**src/rtl/tank_game_pkg.sv**
```systemverilog
// Shared types and constants for the tank game blocks (bullet control, explosion FSM).
package tank_game_pkg;

    typedef enum logic [1:0] {UP, RIGHT, DOWN, LEFT} dir_t;
    typedef enum logic [1:0] {IDLE, FLYING, HIT, RELEASE} bullet_state_t;

    localparam int SCREEN_W_DFLT = 640;
    localparam int SCREEN_H_DFLT = 480;

    // Last frame index of the explosion animation; the bullet drops its flag after it.
    localparam logic [3:0] EXPLODE_LAST_FRAME = 4'd11;

endpackage

```
**src/rtl/aabb_overlap.sv**
```systemverilog
// Strict axis-aligned box overlap test between two squares; touching edges do not overlap.
module aabb_overlap #(
    parameter int A_SIZE = 4,
    parameter int B_SIZE = 32
) (
    input  logic [9:0] a_x,
    input  logic [9:0] a_y,
    input  logic [9:0] b_x,
    input  logic [9:0] b_y,
    output logic       overlap
);

    localparam logic [10:0] AS = 11'(A_SIZE);
    localparam logic [10:0] BS = 11'(B_SIZE);

    // One extra bit so that coordinate + size never wraps.
    logic [10:0] ax, ay, bx, by;
    assign ax = {1'b0, a_x};
    assign ay = {1'b0, a_y};
    assign bx = {1'b0, b_x};
    assign by = {1'b0, b_y};

    assign overlap = (ax + AS > bx) && (ax < bx + BS) &&
                     (ay + AS > by) && (ay < by + BS);

endmodule

```
**src/rtl/tank_bullet_ctrl.sv**
```systemverilog
// Single-bullet lifecycle: fire capture, motion, edge kill, hit detection, explosion handshake.
// Optional BULLET_WRAP_EN: wrap at screen edges and expire after MAX_FLIGHT_FRAMES instead.
module tank_bullet_ctrl
    import tank_game_pkg::*;
#(
    parameter int SCREEN_W          = SCREEN_W_DFLT,
    parameter int SCREEN_H          = SCREEN_H_DFLT,
    parameter int BULLET_SIZE       = 4,
    parameter int TANK_SIZE         = 32,
    parameter int BULLET_SPEED      = 4
`ifdef BULLET_WRAP_EN
   ,parameter int MAX_FLIGHT_FRAMES = 255
`endif
) (
    input  logic       frame_clk,
    input  logic       Reset,
    input  logic       fire,
    input  logic [9:0] shooter_x,
    input  logic [9:0] shooter_y,
    input  logic [1:0] shooter_dir,
    input  logic [9:0] tank_x,
    input  logic [9:0] tank_y,
    input  logic [3:0] explode_frame,
    output logic [9:0] bullet_x,
    output logic [9:0] bullet_y,
    output logic       bullet_active,
    output logic       bull_collide_flag,
    output logic [3:0] hit_count
);

    localparam logic [10:0] SPD   = 11'(BULLET_SPEED);
    localparam logic [10:0] X_MAX = 11'(SCREEN_W - BULLET_SIZE);
    localparam logic [10:0] Y_MAX = 11'(SCREEN_H - BULLET_SIZE);

    bullet_state_t state, state_next;
    dir_t          dir_q, dir_next;
    logic [9:0]    x_next, y_next;
    logic [3:0]    hit_next;
    logic          fire_q, fire_pulse, overlap;
    logic [10:0]   x11, y11;

    assign fire_pulse = fire & ~fire_q;
    assign x11 = {1'b0, bullet_x};
    assign y11 = {1'b0, bullet_y};

    aabb_overlap #(.A_SIZE(BULLET_SIZE), .B_SIZE(TANK_SIZE)) u_hit (
        .a_x(bullet_x), .a_y(bullet_y), .b_x(tank_x), .b_y(tank_y), .overlap(overlap)
    );

`ifdef BULLET_WRAP_EN
    localparam logic [10:0] SW = 11'(SCREEN_W);
    localparam logic [10:0] SH = 11'(SCREEN_H);
    logic [7:0] flight_cnt, flight_next;
`else
    logic edge_out;
    always_comb begin
        edge_out = 1'b0;
        case (dir_q)
            UP:    edge_out = y11 < SPD;
            LEFT:  edge_out = x11 < SPD;
            RIGHT: edge_out = x11 + SPD > X_MAX;
            DOWN:  edge_out = y11 + SPD > Y_MAX;
            default: edge_out = 1'b1;
        endcase
    end
`endif

    always_comb begin
        state_next        = state;
        dir_next          = dir_q;
        x_next            = bullet_x;
        y_next            = bullet_y;
        hit_next          = hit_count;
        bullet_active     = 1'b0;
        bull_collide_flag = 1'b0;
`ifdef BULLET_WRAP_EN
        flight_next       = flight_cnt;
`endif
        case (state)
            IDLE: begin
                if (fire_pulse) begin
                    x_next     = shooter_x;
                    y_next     = shooter_y;
                    dir_next   = dir_t'(shooter_dir);
                    state_next = FLYING;
`ifdef BULLET_WRAP_EN
                    flight_next = 8'd0;
`endif
                end
            end
            FLYING: begin
                bullet_active = 1'b1;
`ifdef BULLET_WRAP_EN
                flight_next = flight_cnt + 8'd1;
`endif
                if (overlap) begin
                    state_next = HIT;
                    if (hit_count != 4'd15) hit_next = hit_count + 4'd1;
                end
`ifdef BULLET_WRAP_EN
                else if (flight_next == 8'(MAX_FLIGHT_FRAMES)) begin
                    state_next = IDLE;
                end else begin
                    case (dir_q)
                        UP:    y_next = (y11 < SPD) ? 10'(y11 + SH - SPD) : 10'(y11 - SPD);
                        LEFT:  x_next = (x11 < SPD) ? 10'(x11 + SW - SPD) : 10'(x11 - SPD);
                        RIGHT: x_next = (x11 + SPD >= SW) ? 10'(x11 + SPD - SW) : 10'(x11 + SPD);
                        default: y_next = (y11 + SPD >= SH) ? 10'(y11 + SPD - SH) : 10'(y11 + SPD);
                    endcase
                end
`else
                else if (edge_out) begin
                    state_next = IDLE;
                end else begin
                    case (dir_q)
                        UP:    y_next = 10'(y11 - SPD);
                        LEFT:  x_next = 10'(x11 - SPD);
                        RIGHT: x_next = 10'(x11 + SPD);
                        default: y_next = 10'(y11 + SPD);
                    endcase
                end
`endif
            end
            HIT: begin
                bull_collide_flag = 1'b1;
                if (explode_frame == EXPLODE_LAST_FRAME) state_next = RELEASE;
            end
            // One flag-low cycle so the explosion FSM can leave its last frame.
            RELEASE: state_next = IDLE;
            default: state_next = IDLE;
        endcase
    end

    always_ff @(posedge frame_clk) begin
        if (Reset) begin
            state     <= IDLE;
            dir_q     <= UP;
            bullet_x  <= '0;
            bullet_y  <= '0;
            hit_count <= '0;
            fire_q    <= 1'b0;
`ifdef BULLET_WRAP_EN
            flight_cnt <= '0;
`endif
        end else begin
            state     <= state_next;
            dir_q     <= dir_next;
            bullet_x  <= x_next;
            bullet_y  <= y_next;
            hit_count <= hit_next;
            fire_q    <= fire;
`ifdef BULLET_WRAP_EN
            flight_cnt <= flight_next;
`endif
        end
    end

endmodule

```
**config.mk**
```make
export PLATFORM = sky130hd
export DESIGN_NAME = tank_bullet_ctrl
export DESIGN_NICKNAME = d
export VERILOG_FILES = /design/src/rtl/tank_game_pkg.sv /design/src/rtl/aabb_overlap.sv /design/src/rtl/tank_bullet_ctrl.sv
export SDC_FILE = /design/constraint.sdc
export NUM_CORES = 1
export LEC_CHECK = 0
export CAP_MARGIN = 20
export CORE_ASPECT_RATIO = 0.6
export CORE_MARGIN = 5
export CORE_UTILIZATION = 45
export DETAILED_ROUTE_END_ITERATION = 8
export GPL_TIMING_DRIVEN = 0
export PLACE_DENSITY = 0.73
export SETUP_SLACK_MARGIN = 0.2
export SYNTH_ARGS = -nofsm -noshare
export SYNTH_HDL_FRONTEND = slang
export SYNTH_SLANG_ARGS = --single-unit
```
**constraint.sdc**
```tcl
create_clock -name frame_clk -period 6.7 [get_ports frame_clk]
set_clock_uncertainty 0.05 [all_clocks]
set_input_delay 1.675 -clock frame_clk [delete_from_list [all_inputs] [get_ports frame_clk]]
set_output_delay 1.675 -clock frame_clk [all_outputs]
set_load 0.05 [all_outputs]
```
==> results, run 1 <==
- The number of pins with negative max-slew slack in the final report is 0.
- The maximum VDD drop is 127 uV.
- At the worst endpoint, the required time is 6.81 ns.
- The net switching share of the total power is 40.8%.
- The worst-case hold path end point is bullet_y[0].
- The number of top-level pins is 75.
- After clock tree synthesis, the flow added hold-fix buffers numbering 0.
- The worst hold slack is 0.436 ns.
- Setup repair after global routing left no endpoint under its margin.
- The initial utilization of the core area, before any placement, comes to 46.4%.
- After detailed routing, the number of remaining DRC violations is 0.
- At the end of the flow, the number of nets in the layout was 624.
- The routability-driven placement congestion ratio is 0.981.
- The first detailed-routing pass ran for 5 iterations.
- The type of the most critical hold path is register to register.
- The capture instance of the worst register-to-register path is bullet_y[4].
- The worst slew margin relative to its limit is 44.5%.
- The dominant synthesized flop cell is sky130_fd_sc_hd__dfxtp_1.
- Yosys printed 0 warnings.
- The max-cap check violation count is 0.
- The root buffer cell is sky130_fd_sc_hd__clkbuf_16.
- The chip height is 77.1 um.
- The placed wire-length estimate is 8750 um.
- The number of global-route vias before repair is 3,543.
- In this run the static leakage power is 1.77 nW.
- The portion of total power attributed to sequential cells is 22.5%.
- Setup violations remaining at the end of the flow were counted as 0.
- The launching element type of the critical path is a primary input.
- For this design the ratio of total power to cell area is 215 nW/um2.
- The global router's overall resource usage is 23.0%.
- The mean area per synthesized cell is 7.51 um2.
- The clock tree synthesis step divided the H-tree into 2 levels.
- The routed via count divided by cell count is 5.83.
- The total overflow left after global routing is 0.
- The number of DRC markers in iteration 0 is 431.
- The number of port buffers is 73.
- The initialized floorplan defines 24 standard-cell rows.
- The number of instances in the synthesized netlist is 449.
- The final critical path time including I/O delays and setup is 5.32 ns.
- The critical path is of the primary input to register type.
- The number of storage elements in the synthesis netlist is 29.
- The source-to-sink clock delay at the later pin of the worst-skew pair is 0.28 ns.
- Counting distinct cell types in the post-synthesis netlist gives 69.
- Entering global routing, the biggest net connects 11 pins.
- The hold path depth is 2.
- The antenna diode count is 0.
- The combined area of all synthesized cells is 3370 um2.
- The remaining antenna violation count after routing is 0.
- The CTS buffer count is 5.
- The critical path goes through clkdlybuf4s50_1 > inv_1 > nor3_1 > xnor2_1 > ha_1 > a2111oi_0 > o21ai_0 > o21ai_0 > and4_1 > clkbuf_1 > clkbuf_1 > nor4_1 > a21oi_1 > o32ai_1.
- At the worst endpoint, the arrival time is 5.43 ns.
- Sequential elements use 17.2% of the synthesized area.
- Ranked by total cell area, the synthesized netlist is headed by sky130_fd_sc_hd__dfxtp_1 (17%), sky130_fd_sc_hd__ha_1 (17%), sky130_fd_sc_hd__a21oi_1 (5.6%), sky130_fd_sc_hd__nand2_1 (4.6%), sky130_fd_sc_hd__xnor2_1 (4.4%).
- The buffer depth of the longest clock path is 2.
- The area of the die is 9380 um2.
- The origin of the worst min-delay path is bullet_y[0].
- The top cell type by total area after synthesis is sky130_fd_sc_hd__dfxtp_1.
- After detailed routing, the average wire length per cell comes to 17.2 um.
- After clock tree synthesis, the clock-pin slew on the worst setup and hold paths is 0.05 ns.
- The number of gates resized after cts is 0.
- The number of hold violations in the final report is 0.
- Across all layers, the routed design uses 3,704 vias.
- The critical path's largest stage delay is 0.53 ns.
- Combinational cells account for 49.4% of the total power.
- Summing internal, switching and leakage power gives 948 uW.
- Timing would allow up to 188 MHz.
- After synthesis, the most frequently instantiated cells are sky130_fd_sc_hd__ha_1 (45), sky130_fd_sc_hd__nand2_1 (41), sky130_fd_sc_hd__a21oi_1 (38).
- The run finished with clean final reports.
- The slew at the pin closest to its max-slew limit is 0.829 ns.
- The number of sinks handled by clock tree synthesis is 29.
- The number of synthesized flops with an enable pin is 0.
- The first-pass GRT wire length is 17,500 um.
- The TritonCTS clock tree is yes.
- The setup TNS is 0 ns.
- The number of cell instances on the worst register-to-register path is 14.
- The floorplan core area is 7270 um2.
- The worst-path maximum fanout is 10.
- By instance count, the leading cell after synthesis is sky130_fd_sc_hd__ha_1.
- The relative area change from synthesis to final layout is 30.9%.
- The final wirelength is 10,900 um.
- The worst setup path is captured at a register.
- The initial antenna violation count is 0.
- The die width is 122 um.
- The share of the clock period used by the worst path after layout is 79.4%.
- Setup slack on the worst reg-to-reg path comes out at 2.71 ns.
- The number of nets handed over by synthesis was 543.
- The fraction of registers with async set/reset is 0%.
- The critical path's slowest cell is sky130_fd_sc_hd__clkdlybuf4s50_1.
- The worst register-to-register path begins at bullet_y[2].
- The internal power of the cells totals 561 uW.
- The share of the synthesized area in the top cell type is 17.2%.
- The post-route netlist has 8.29% of its cells at a drive strength greater than 1.
- The clock network burns 28.2% of the power.
- Summed over all nets, the switching power comes to 387 uW.
- Buffers added to address setup during post-CTS repair amount to 0.
## layout make-up
cell class,instances,area [um2]
repair buffers,74,736
clock buffers,6,139
well taps,104,130
clock inverters,2,37.5
plain buffers,26,183
multi-input cells,360,2480
inverters,34,128
fillers,675,2850
flip-flops and latches,29,581
## sequential cells by signal, summed over array words and instances, names as in the netlist, named ones only
signal     cells
bullet_x      10
state          1
hit_count      4
fire_q         1
bullet_y      10
dir_q          2
## critical path, delay by kind of cell
family | cells | cell delay, ns
xor+xnor | 1 | 0.18
fa+ha+maj | 1 | 0.28
buf+inv | 4 | 1.40
compound gates | 5 | 1.23
simple gates | 3 | 0.66
## placed cells by master, fill, tap and decap left out, drive strengths merged, types with 4 or more instances in the layout
master and n:
inv 34, nand4 10, a22oi 4, nor4 13, xnor2 17, nor3 20, xor2 5, nand2b 6
buf 14, a211oi 9, dfxtp 29, or3 6, o31ai 4, ha 45, clkbuf 19, clkdlybuf4s50 73
nor2 34, nor2b 8, o32ai 12, nand3 23, a21oi 38, o21ai 17, nand2 41
## routing by layer
layer	vias to the layer above	track usage, %	part of all wire, %
li1	1804	-	-
met1	1654	34.0	47
met2	229	29.8	37
met3	17	10.3	15
met4	0	5.37	1.0
met5	-	0	0
## how the worst max path moves through the flow
stage,endpoint,slack (ns),startpoint,cells past startpoint
2_1_floorplan,bullet_x[2],2.49,tank_y[5],13
3_3_place_gp,bullet_x[2],1.26,tank_y[5],14
3_5_place_dp,bullet_y[2],1.20,tank_y[5],14
4_1_cts,bullet_y[2],1.48,tank_y[5],14
5_1_grt,bullet_x[2],1.18,tank_y[5],14
6_report,bullet_x[2],1.38,tank_y[5],14
## power groups by stage
| stage | Combinational (mW) | Clock, mW | Sequential [mW] |
|---|---|---|---|
| after floorplan | 0.268 | 0 | 0.259 |
| after global placement | 0.442 | 0 | 0.215 |
| after detailed placement | 0.451 | 0 | 0.216 |
| after CTS | 0.455 | 0.269 | 0.213 |
| after global routing | 0.504 | 0.278 | 0.216 |
| final | 0.468 | 0.267 | 0.213 |
## cells by family (layout without fill, tap and decap cells)
group	Yosys count	after routing	share of synthesized area, %
buffers and inverters	60	142	9.20
XOR/XNOR	22	22	5.71
multiplexers	3	3	0.891
adder cells (fa/ha/maj)	45	45	16.7
AO/OA/AOI/OAI	109	109	21.7
AND/OR/NAND/NOR	181	181	28.6
flip-flops	29	29	17.2
## metrics by stage
stage	area, um2	cells	util (%)	setup slack, ns
6_report	4410	635	60.7	1.38
4_1_cts	4410	634	60.7	1.48
2_1_floorplan	3370	449	-	2.49
5_1_grt	4410	635	60.7	1.18
3_3_place_gp	4230	626	58.2	1.26
3_5_place_dp	4230	626	58.2	1.20
Note: power is estimated with default switching activity, not from simulation.
==> inputs of run 2 (changes only) <==
- clock period: 6.7 -> 5.4 ns (I/O delays scaled with it)
==> results of run 2 <==
The final DEF is identical to that of run 1. Status: finished clean.
Main changes from that run: setup slack after placement 1.20 ns -> 0.226 ns; setup slack after layout 1.38 ns -> 0.406 ns; register-to-register setup slack 2.71 ns -> 1.41 ns; total power 0.948 mW -> 1.18 mW; worst IR drop on VDD 127 uV -> 157 uV
